==> config.mk <==
export PLATFORM = sky130hd
export DESIGN_NAME = hack_alu_pipe
export DESIGN_NICKNAME = d
export VERILOG_FILES = /design/src/rtl/hack_alu_pipe.sv
export SDC_FILE = /design/constraint.sdc
export NUM_CORES = 1
export LEC_CHECK = 0
export ABC_AREA = 1
export CAP_MARGIN = 20
export CORE_UTILIZATION = 28
export DETAILED_ROUTE_END_ITERATION = 7
export PLACE_DENSITY = 0.47
export SLEW_MARGIN = 10
export SYNTH_ARGS = -nofsm -noshare
export SYNTH_HDL_FRONTEND = slang
export SYNTH_SLANG_ARGS = --single-unit
==> constraint.sdc <==
create_clock -name clk_i -period 3.7 [get_ports clk_i]
set_input_delay 1.11 -clock clk_i [delete_from_list [all_inputs] [get_ports clk_i]]
set_output_delay 1.11 -clock clk_i [all_outputs]
set_load 0.005 [all_outputs]
==> src/rtl/hack_alu_pipe.sv <==
// hack_alu_pipe: two-stage pipelined Hack ALU with a valid/ready handshake.
// Stage 1 applies the zero/negate presets to x and y and holds them with the
// f/no bits. Stage 2 selects AND or ADD, applies the output negate and
// registers the result together with its zr/ng flags.
module hack_alu_pipe #(
    parameter int WIDTH = 16
) (
    input  logic             clk_i,
    input  logic             rst_i,
    input  logic             in_valid_i,
    output logic             in_ready_o,
    input  logic [WIDTH-1:0] x_i,
    input  logic [WIDTH-1:0] y_i,
    input  logic [5:0]       ctrl_i,
    output logic             out_valid_o,
    input  logic             out_ready_i,
    output logic [WIDTH-1:0] out_o,
    output logic             zr_o,
    output logic             ng_o,
    output logic [15:0]      count_o
);

    // Zero then optionally invert an operand, as the Hack presets define.
    function automatic logic [WIDTH-1:0] preset(input logic [WIDTH-1:0] v,
                                                input logic z,
                                                input logic n);
        logic [WIDTH-1:0] t;
        if (z) begin
            t = {WIDTH{1'b0}};
        end else begin
            t = v;
        end
        if (n) begin
            t = ~t;
        end else begin
            t = t;
        end
        return t;
    endfunction

    // Stage 1 state
    logic             s1_valid_q, s1_valid_d;
    logic [WIDTH-1:0] xs_q, xs_d;
    logic [WIDTH-1:0] ys_q, ys_d;
    logic             f_q, f_d;
    logic             no_q, no_d;

    // Stage 2 state
    logic             s2_valid_q, s2_valid_d;
    logic [WIDTH-1:0] out_q, out_d;
    logic             zr_q, zr_d;
    logic             ng_q, ng_d;
    logic [15:0]      count_q, count_d;

    // Handshake terms
    logic             s2_can_take_s;
    logic             s1_adv_s;
    logic             accept_s;
    logic             out_hs_s;
    logic [WIDTH-1:0] r_s;
    logic [WIDTH-1:0] res_s;

    // Handshake decisions; in_ready never looks at in_valid.
    always_comb begin
        s2_can_take_s = !s2_valid_q || out_ready_i;
        s1_adv_s      = s1_valid_q && s2_can_take_s;
        in_ready_o    = !s1_valid_q || s2_can_take_s;
        accept_s      = in_valid_i && in_ready_o;
        out_hs_s      = s2_valid_q && out_ready_i;
    end

    // Stage 2 function unit: AND or ADD (carry dropped), then output negate.
    always_comb begin
        if (f_q) begin
            r_s = xs_q + ys_q;
        end else begin
            r_s = xs_q & ys_q;
        end
        if (no_q) begin
            res_s = ~r_s;
        end else begin
            res_s = r_s;
        end
    end

    // Next-state for both stages and the handshake counter; stalls hold.
    always_comb begin
        s1_valid_d = s1_valid_q;
        xs_d       = xs_q;
        ys_d       = ys_q;
        f_d        = f_q;
        no_d       = no_q;
        s2_valid_d = s2_valid_q;
        out_d      = out_q;
        zr_d       = zr_q;
        ng_d       = ng_q;
        count_d    = count_q;

        if (accept_s) begin
            s1_valid_d = 1'b1;
            xs_d       = preset(x_i, ctrl_i[5], ctrl_i[4]);
            ys_d       = preset(y_i, ctrl_i[3], ctrl_i[2]);
            f_d        = ctrl_i[1];
            no_d       = ctrl_i[0];
        end else if (s1_adv_s) begin
            s1_valid_d = 1'b0;
        end else begin
            s1_valid_d = s1_valid_q;
        end

        if (s1_adv_s) begin
            s2_valid_d = 1'b1;
            out_d      = res_s;
            zr_d       = (res_s == {WIDTH{1'b0}});
            ng_d       = res_s[WIDTH-1];
        end else if (out_hs_s) begin
            s2_valid_d = 1'b0;
        end else begin
            s2_valid_d = s2_valid_q;
        end

        if (out_hs_s) begin
            count_d = count_q + 16'd1;
        end else begin
            count_d = count_q;
        end
    end

    // Pipeline and counter registers with synchronous reset priority.
    always_ff @(posedge clk_i) begin
        if (rst_i) begin
            s1_valid_q <= 1'b0;
            xs_q       <= {WIDTH{1'b0}};
            ys_q       <= {WIDTH{1'b0}};
            f_q        <= 1'b0;
            no_q       <= 1'b0;
            s2_valid_q <= 1'b0;
            out_q      <= {WIDTH{1'b0}};
            zr_q       <= 1'b1;
            ng_q       <= 1'b0;
            count_q    <= 16'd0;
        end else begin
            s1_valid_q <= s1_valid_d;
            xs_q       <= xs_d;
            ys_q       <= ys_d;
            f_q        <= f_d;
            no_q       <= no_d;
            s2_valid_q <= s2_valid_d;
            out_q      <= out_d;
            zr_q       <= zr_d;
            ng_q       <= ng_d;
            count_q    <= count_d;
        end
    end

    assign out_valid_o = s2_valid_q;
    assign out_o       = out_q;
    assign zr_o        = zr_q;
    assign ng_o        = ng_q;
    assign count_o     = count_q;

endmodule

==> results.ini, run 1 <==
[synthesis]
post_synth_num_cell_types=34
async_reset_ff_frac=0
synth_most_common_cell=nand2_1
synth-seq-cells=69
yosys.area.top_type=dfxtp_1
synth_edf_count=0
synthFlopType=dfxtp_1
yosys-top-cells-area=dfxtp_1 (31%), nand2_1 (15%), nand3_1 (8.9%)
yosysSeqAreaShare=0.306
synth_nets=753
synth_top_area_share=0.306
syn_area_um2=4510
yosysWarnings=0
avgSynthCellArea_um2=6.50
synth_cells=693
synthTopCellsByCount=nand2_1 (177), nand3_1 (80), inv_1 (75)

[pwr]
leakagePower_nw=2.60
power.density_nw_per_um2=380
max-vdd-ir-drop_v=0.000219

[final_layout]
instances_no_fill=981
stdcell_area_um2=5800
fin_util=0.368
syn2layout_area_growth_pct=28.7
nets=820
drive_gt1_frac=0.0654
n_antenna_cell=0

[run_status]
run_status=complete, no violations

[global_routing]
antenna_found_initial=0
grt_max_degree=65
gr-usage-all-layers=0.156
grt_pass1_wl_mm=20.5
grt_pass1_vias=4072
overflow=0

[setup_path]
required_ns=2.59
critPathArrivalTime_ns=2.29
cp-start-kind=primary input
cp-end-kind=output pin
critPathKind=primary input to output pin
path_max_fanout=3

[flow_run]
maxCapViolations=0

[drt]
remaining_drc_errors=0
wl_per_cell_um=12.4
dr.pass1.iters=5
via_count=4436
drt_iter0_drc=245
routed_wirelength_mm=12.1
ant_nets=0
drt-vias-per-instance=4.52

[die]
core_area_um2=15800
start_util=0.286
die_w_um=129
dieArea_um2=16600
io_pins=78
rows=46
dieHeight_um=129

[clock_tree]
htreeDepth=3
root_buffer=clkbuf_16
clk_pin_slew_ns=0.06
clock_sinks=69
cts_tree=done
cts_buffers=9
ctsResizeCount=0
clock_path_buffers=2
postCtsHoldBufs=0
clk_latency_ns=0.34
cts_setup_buffers=0

[place]
dpl.hpwl_mm=9.17
portBuffers=77
place_area_um2=5490
finalWeightedCongestion=0.806
place_inst=965

[sta]
hold_viol=0
setup_viol=0
timing.setup.tns_ns=0
fin_crit_sh=0.919
worstMarginPinSlew_ns=0.564
hold_slack_ns=0.474
max_slew_margin=0.624
rsz0062_at_grt=false
drv_slew=0
finalCriticalPeriod_ns=3.40
max_freq_ghz=0.294
skew_ns=0.00550

[min_path]
hp-class=flop to flop

[path summary, 6_finish.rpt]
path                     from          end  slack [ns]  cells after the start
hold / removal    count_o[15]  count_o[15]        0.47                      2
setup reg to reg      xs_q[0]         zr_o        1.45                     15
hold reg to reg   count_o[15]  count_o[15]        0.47                      2
setup / recovery  out_ready_i   in_ready_o        0.30                      4
[cells in the final DEF, fill, tap and decap left out, drive strengths merged, types with 11 or more instances in the layout]
cell and instances:
ha 17, o211ai 11, inv 80, dfxtp 69, o21ai 51, nor2 43
xor2 37, nand2 186, a21oi 58, clkdlybuf4s50 77, nand3 82
[critical path: stages]
cell and delay (ns):
clkdlybuf4s50_1 0.49, inv_1 0.06, nand3_1 0.11, clkdlybuf4s50_1 0.51
[layout make-up]
cell class / instances / area [µm²]
timing repair buffer: 85 / 843
sequential: 69 / 1380
tap: 216 / 270
fill: 1723 / 9970
clock buffer: 10 / 239
clock inverter: 6 / 70.1
inverter: 82 / 308
multi-input combinational: 513 / 2690
[state kept, by name, indices dropped and copies added, names as in the netlist]
signal       flops
count_o         16
f_q              1
no_q             1
out_o           16
out_valid_o      1
s1_valid_q       1
xs_q            16
ys_q            16
zr_o             1
[per-stage QoR]
step                worst slack [ns]  total power, mW
CTS                            0.292             2.24
finish                         0.298             2.21
floorplan                       1.33             1.16
detailed placement             0.298             1.33
global route                   0.237             2.35
global placement               0.321             1.32
[cells by family after synthesis]
kind of cell | synth area share
adder cells (fa/ha/maj) | 0.0516
XOR/XNOR | 0.0719
AND/OR/NAND/NOR | 0.331
AO/OA/AOI/OAI | 0.142
buffers and inverters | 0.0969
flip-flops | 0.306
[report_power, final]
part / leakage, nW / internal [mW] / switching, mW
Sequential: 0.568 / 0.790 / 0.0271
Combinational: 1.88 / 0.207 / 0.287
Clock: 0.153 / 0.545 / 0.351
Total: 2.60 / 1.54 / 0.665
[per-layer routing]
layer	part of all wire	global-route usage	up-vias
li1	-	-	2383
met3	0.049	0.0341	12
met1	0.52	0.222	1935
met4	0.011	0.0512	0
met5	0	0	-
met2	0.42	0.231	106
Power figures use the tool's default switching activity.
==> inputs of run 2 (changes only) <==
--- a/config.mk
+++ b/config.mk
@@ -6,7 +6,7 @@
 export NUM_CORES = 1
 export LEC_CHECK = 0
 export ABC_AREA = 1
-export CAP_MARGIN = 20
+export CAP_MARGIN = 40
 export CORE_UTILIZATION = 28
 export DETAILED_ROUTE_END_ITERATION = 7
 export PLACE_DENSITY = 0.47
==> results of run 2 <==
Same layout as run 1: the final DEF is identical, and so are final timing and power.
==> inputs of run 3 (changes only) <==
--- a/config.mk
+++ b/config.mk
@@ -6,7 +6,7 @@
 export NUM_CORES = 1
 export LEC_CHECK = 0
 export ABC_AREA = 1
-export CAP_MARGIN = 40
+export CAP_MARGIN = 25
 export CORE_UTILIZATION = 28
 export DETAILED_ROUTE_END_ITERATION = 7
 export PLACE_DENSITY = 0.47
==> constraint.sdc (replaced) <==
create_clock -name clk_i -period 3.9 [get_ports clk_i]
set_input_delay 1.17 -clock clk_i [delete_from_list [all_inputs] [get_ports clk_i]]
set_output_delay 1.17 -clock clk_i [all_outputs]
set_load 0.005 [all_outputs]
==> results.ini, run 3 (synthesized netlist as in run 1, its figures left out) <==
[setup_path]
path_common_cell=clkdlybuf4s50_1
worstPathCellList=clkdlybuf4s50_1 -> inv_1 -> nand3_1 -> clkdlybuf4s50_1
max_stage_delay_ns=0.51  ; about the same
reg2reg_depth=8  ; -7
cp-start-kind=primary input
rr_endpoint=zr_o
critPathArrivalTime_ns=2.35  ; +0.06 ns
rrSetupSlack_ns=1.40  ; -0.05 ns
critPathKind=primary input to output pin
cp_slowest_cell=clkdlybuf4s50_1
required_ns=2.73  ; +0.14 ns
path_max_fanout=3  ; unchanged
r2r-start=no_q
cp-end-kind=output pin

[clock_tree]
clock_sinks=69  ; unchanged
clock_path_buffers=2  ; unchanged
htreeDepth=3  ; unchanged
clk_pin_slew_ns=0.05  ; about the same
root_buffer=clkbuf_16
postCtsHoldBufs=0  ; unchanged
cts_buffers=9  ; unchanged
ctsResizeCount=0  ; unchanged
cts_tree=done
cts_setup_buffers=0  ; unchanged
clk_latency_ns=0.34  ; about the same

[pwr]
switchingPower_mw=0.613  ; -7.8%
combPwrFrac=0.232  ; +0.008
power_frac_seq=0.393  ; +0.023
clkPwrFrac=0.375  ; -0.031
max-vdd-ir-drop_v=0.000207  ; -5.6%
switching_share=0.309  ; +0.00751
leakagePower_nw=2.56  ; -1.6%
power_mw=1.98  ; -10%
power.density_nw_per_um2=346  ; -9.0%
p_int_mw=1.37  ; -11%

[min_path]
hold-path-cell-count=2  ; unchanged
hold_start=count_o[15]
hp-class=flop to flop
holdPathEnd=count_o[15]

[final_layout]
n_antenna_cell=0  ; unchanged
mostFrequentLayoutCells=nand2_1 (177), nand3_1 (80), clkdlybuf4s50_1 (77)
drive_gt1_frac=0.0604  ; -0.00499
final_common_cell=nand2_1
fillerInstances=1720  ; -0.17%
syn2layout_area_growth_pct=27.2
nets=818  ; -0.24%
stdcell_area_um2=5730  ; -1.2%

[global_routing]
grt_pass1_wl_mm=20.1  ; -1.7%
gr-usage-all-layers=0.153  ; -0.00274
antenna_found_initial=0  ; unchanged
overflow=0  ; unchanged
grt_pass1_vias=4032  ; -0.98%
grt_max_degree=65  ; unchanged

[sta]
max_freq_ghz=0.284
setup_ws_ns=0.384  ; +0.0859 ns
worstMarginPinSlew_ns=0.924  ; +0.360 ns
fin_crit_sh=0.902
skew_ns=0.00697  ; +0.00147 ns
timing.setup.tns_ns=0  ; unchanged
rsz0062_at_grt=false
setup_viol=0  ; unchanged
drv_slew=0  ; unchanged
finalCriticalPeriod_ns=3.52
hold_viol=0  ; unchanged
max_slew_margin=0.382  ; -0.242

[place]
dpl.hpwl_mm=9.17  ; about the same
pre_cts_slack_ns=0.385  ; +0.0869 ns
place_area_um2=5460  ; -0.50%
portBuffers=77  ; unchanged
finalWeightedCongestion=0.808  ; +0.34%

[die]
core_area_um2=15800  ; unchanged
dieHeight_um=129  ; unchanged
die_w_um=129  ; unchanged
io_pins=78  ; unchanged
rows=46  ; unchanged
start_util=0.286  ; unchanged
dieArea_um2=16600  ; unchanged

[run_status]
run_status=complete, no violations

[drt]
drt-vias-per-instance=4.56  ; +0.76%
wl_per_cell_um=12.3  ; -0.30%
via_count=4456  ; +0.45%
remaining_drc_errors=0  ; unchanged
drt_iter0_drc=227  ; -7.3%
ant_nets=0  ; unchanged
routed_wirelength_mm=12.1  ; -0.61%
dr.pass1.iters=8  ; +3

[flow_run]
maxCapViolations=0  ; unchanged

==> run 3: through the flow <==
stage                     hold slack, ns  utilization  instances
after floorplan                    0.461            -        693
after CTS                          0.471        0.363        978
after global routing               0.514        0.363        978
final                              0.470        0.363        978
after global placement             0.459        0.346        963
after detailed placement           0.463        0.346        963
==> run 3: layer usage <==
metal	part of all wire	GRT usage	vias up
met1	0.52	0.214	1959
met2	0.43	0.236	112
met4	0.0070	0.0457	0
met3	0.051	0.0328	6
li1	-	-	2379
met5	0	0	-
==> run 3: how the worst max path moves through the flow <==
stage                 from         end  slack, ns
2_1_floorplan  out_ready_i  in_ready_o       1.41
3_3_place_gp   out_ready_i  in_ready_o       0.41
3_5_place_dp   out_ready_i  in_ready_o       0.39
4_1_cts        out_ready_i  in_ready_o       0.38
5_1_grt        out_ready_i  in_ready_o       0.31
6_report       out_ready_i  in_ready_o       0.38
==> run 3: power by group through the flow <==
stage | Combinational, mW | Clock (mW) | Sequential (mW)
after floorplan | 0.311 | 0 | 0.786
after global placement | 0.457 | 0 | 0.795
after detailed placement | 0.462 | 0 | 0.795
after CTS | 0.465 | 0.771 | 0.780
after global routing | 0.524 | 0.802 | 0.786
final | 0.460 | 0.745 | 0.779
==> run 3: final cells by class <==
cell class | instances | area (µm²) | share of cell area
clock inverters | 5 | 37.5 | 0.00655
flip-flops and latches | 69 | 1380 | 0.241
multi-input cells | 513 | 2690 | 0.469
clock buffers | 10 | 229 | 0.0400
inverters | 82 | 308 | 0.0537
repair buffers | 83 | 816 | 0.142
well taps | 216 | 270 | 0.0472
==> run 3: worst max-delay path: cells and delay by family <==
family / cells / cell delay (ns)
buffers and inverters: 3 / 1.07
and+or+nand+nor: 1 / 0.10
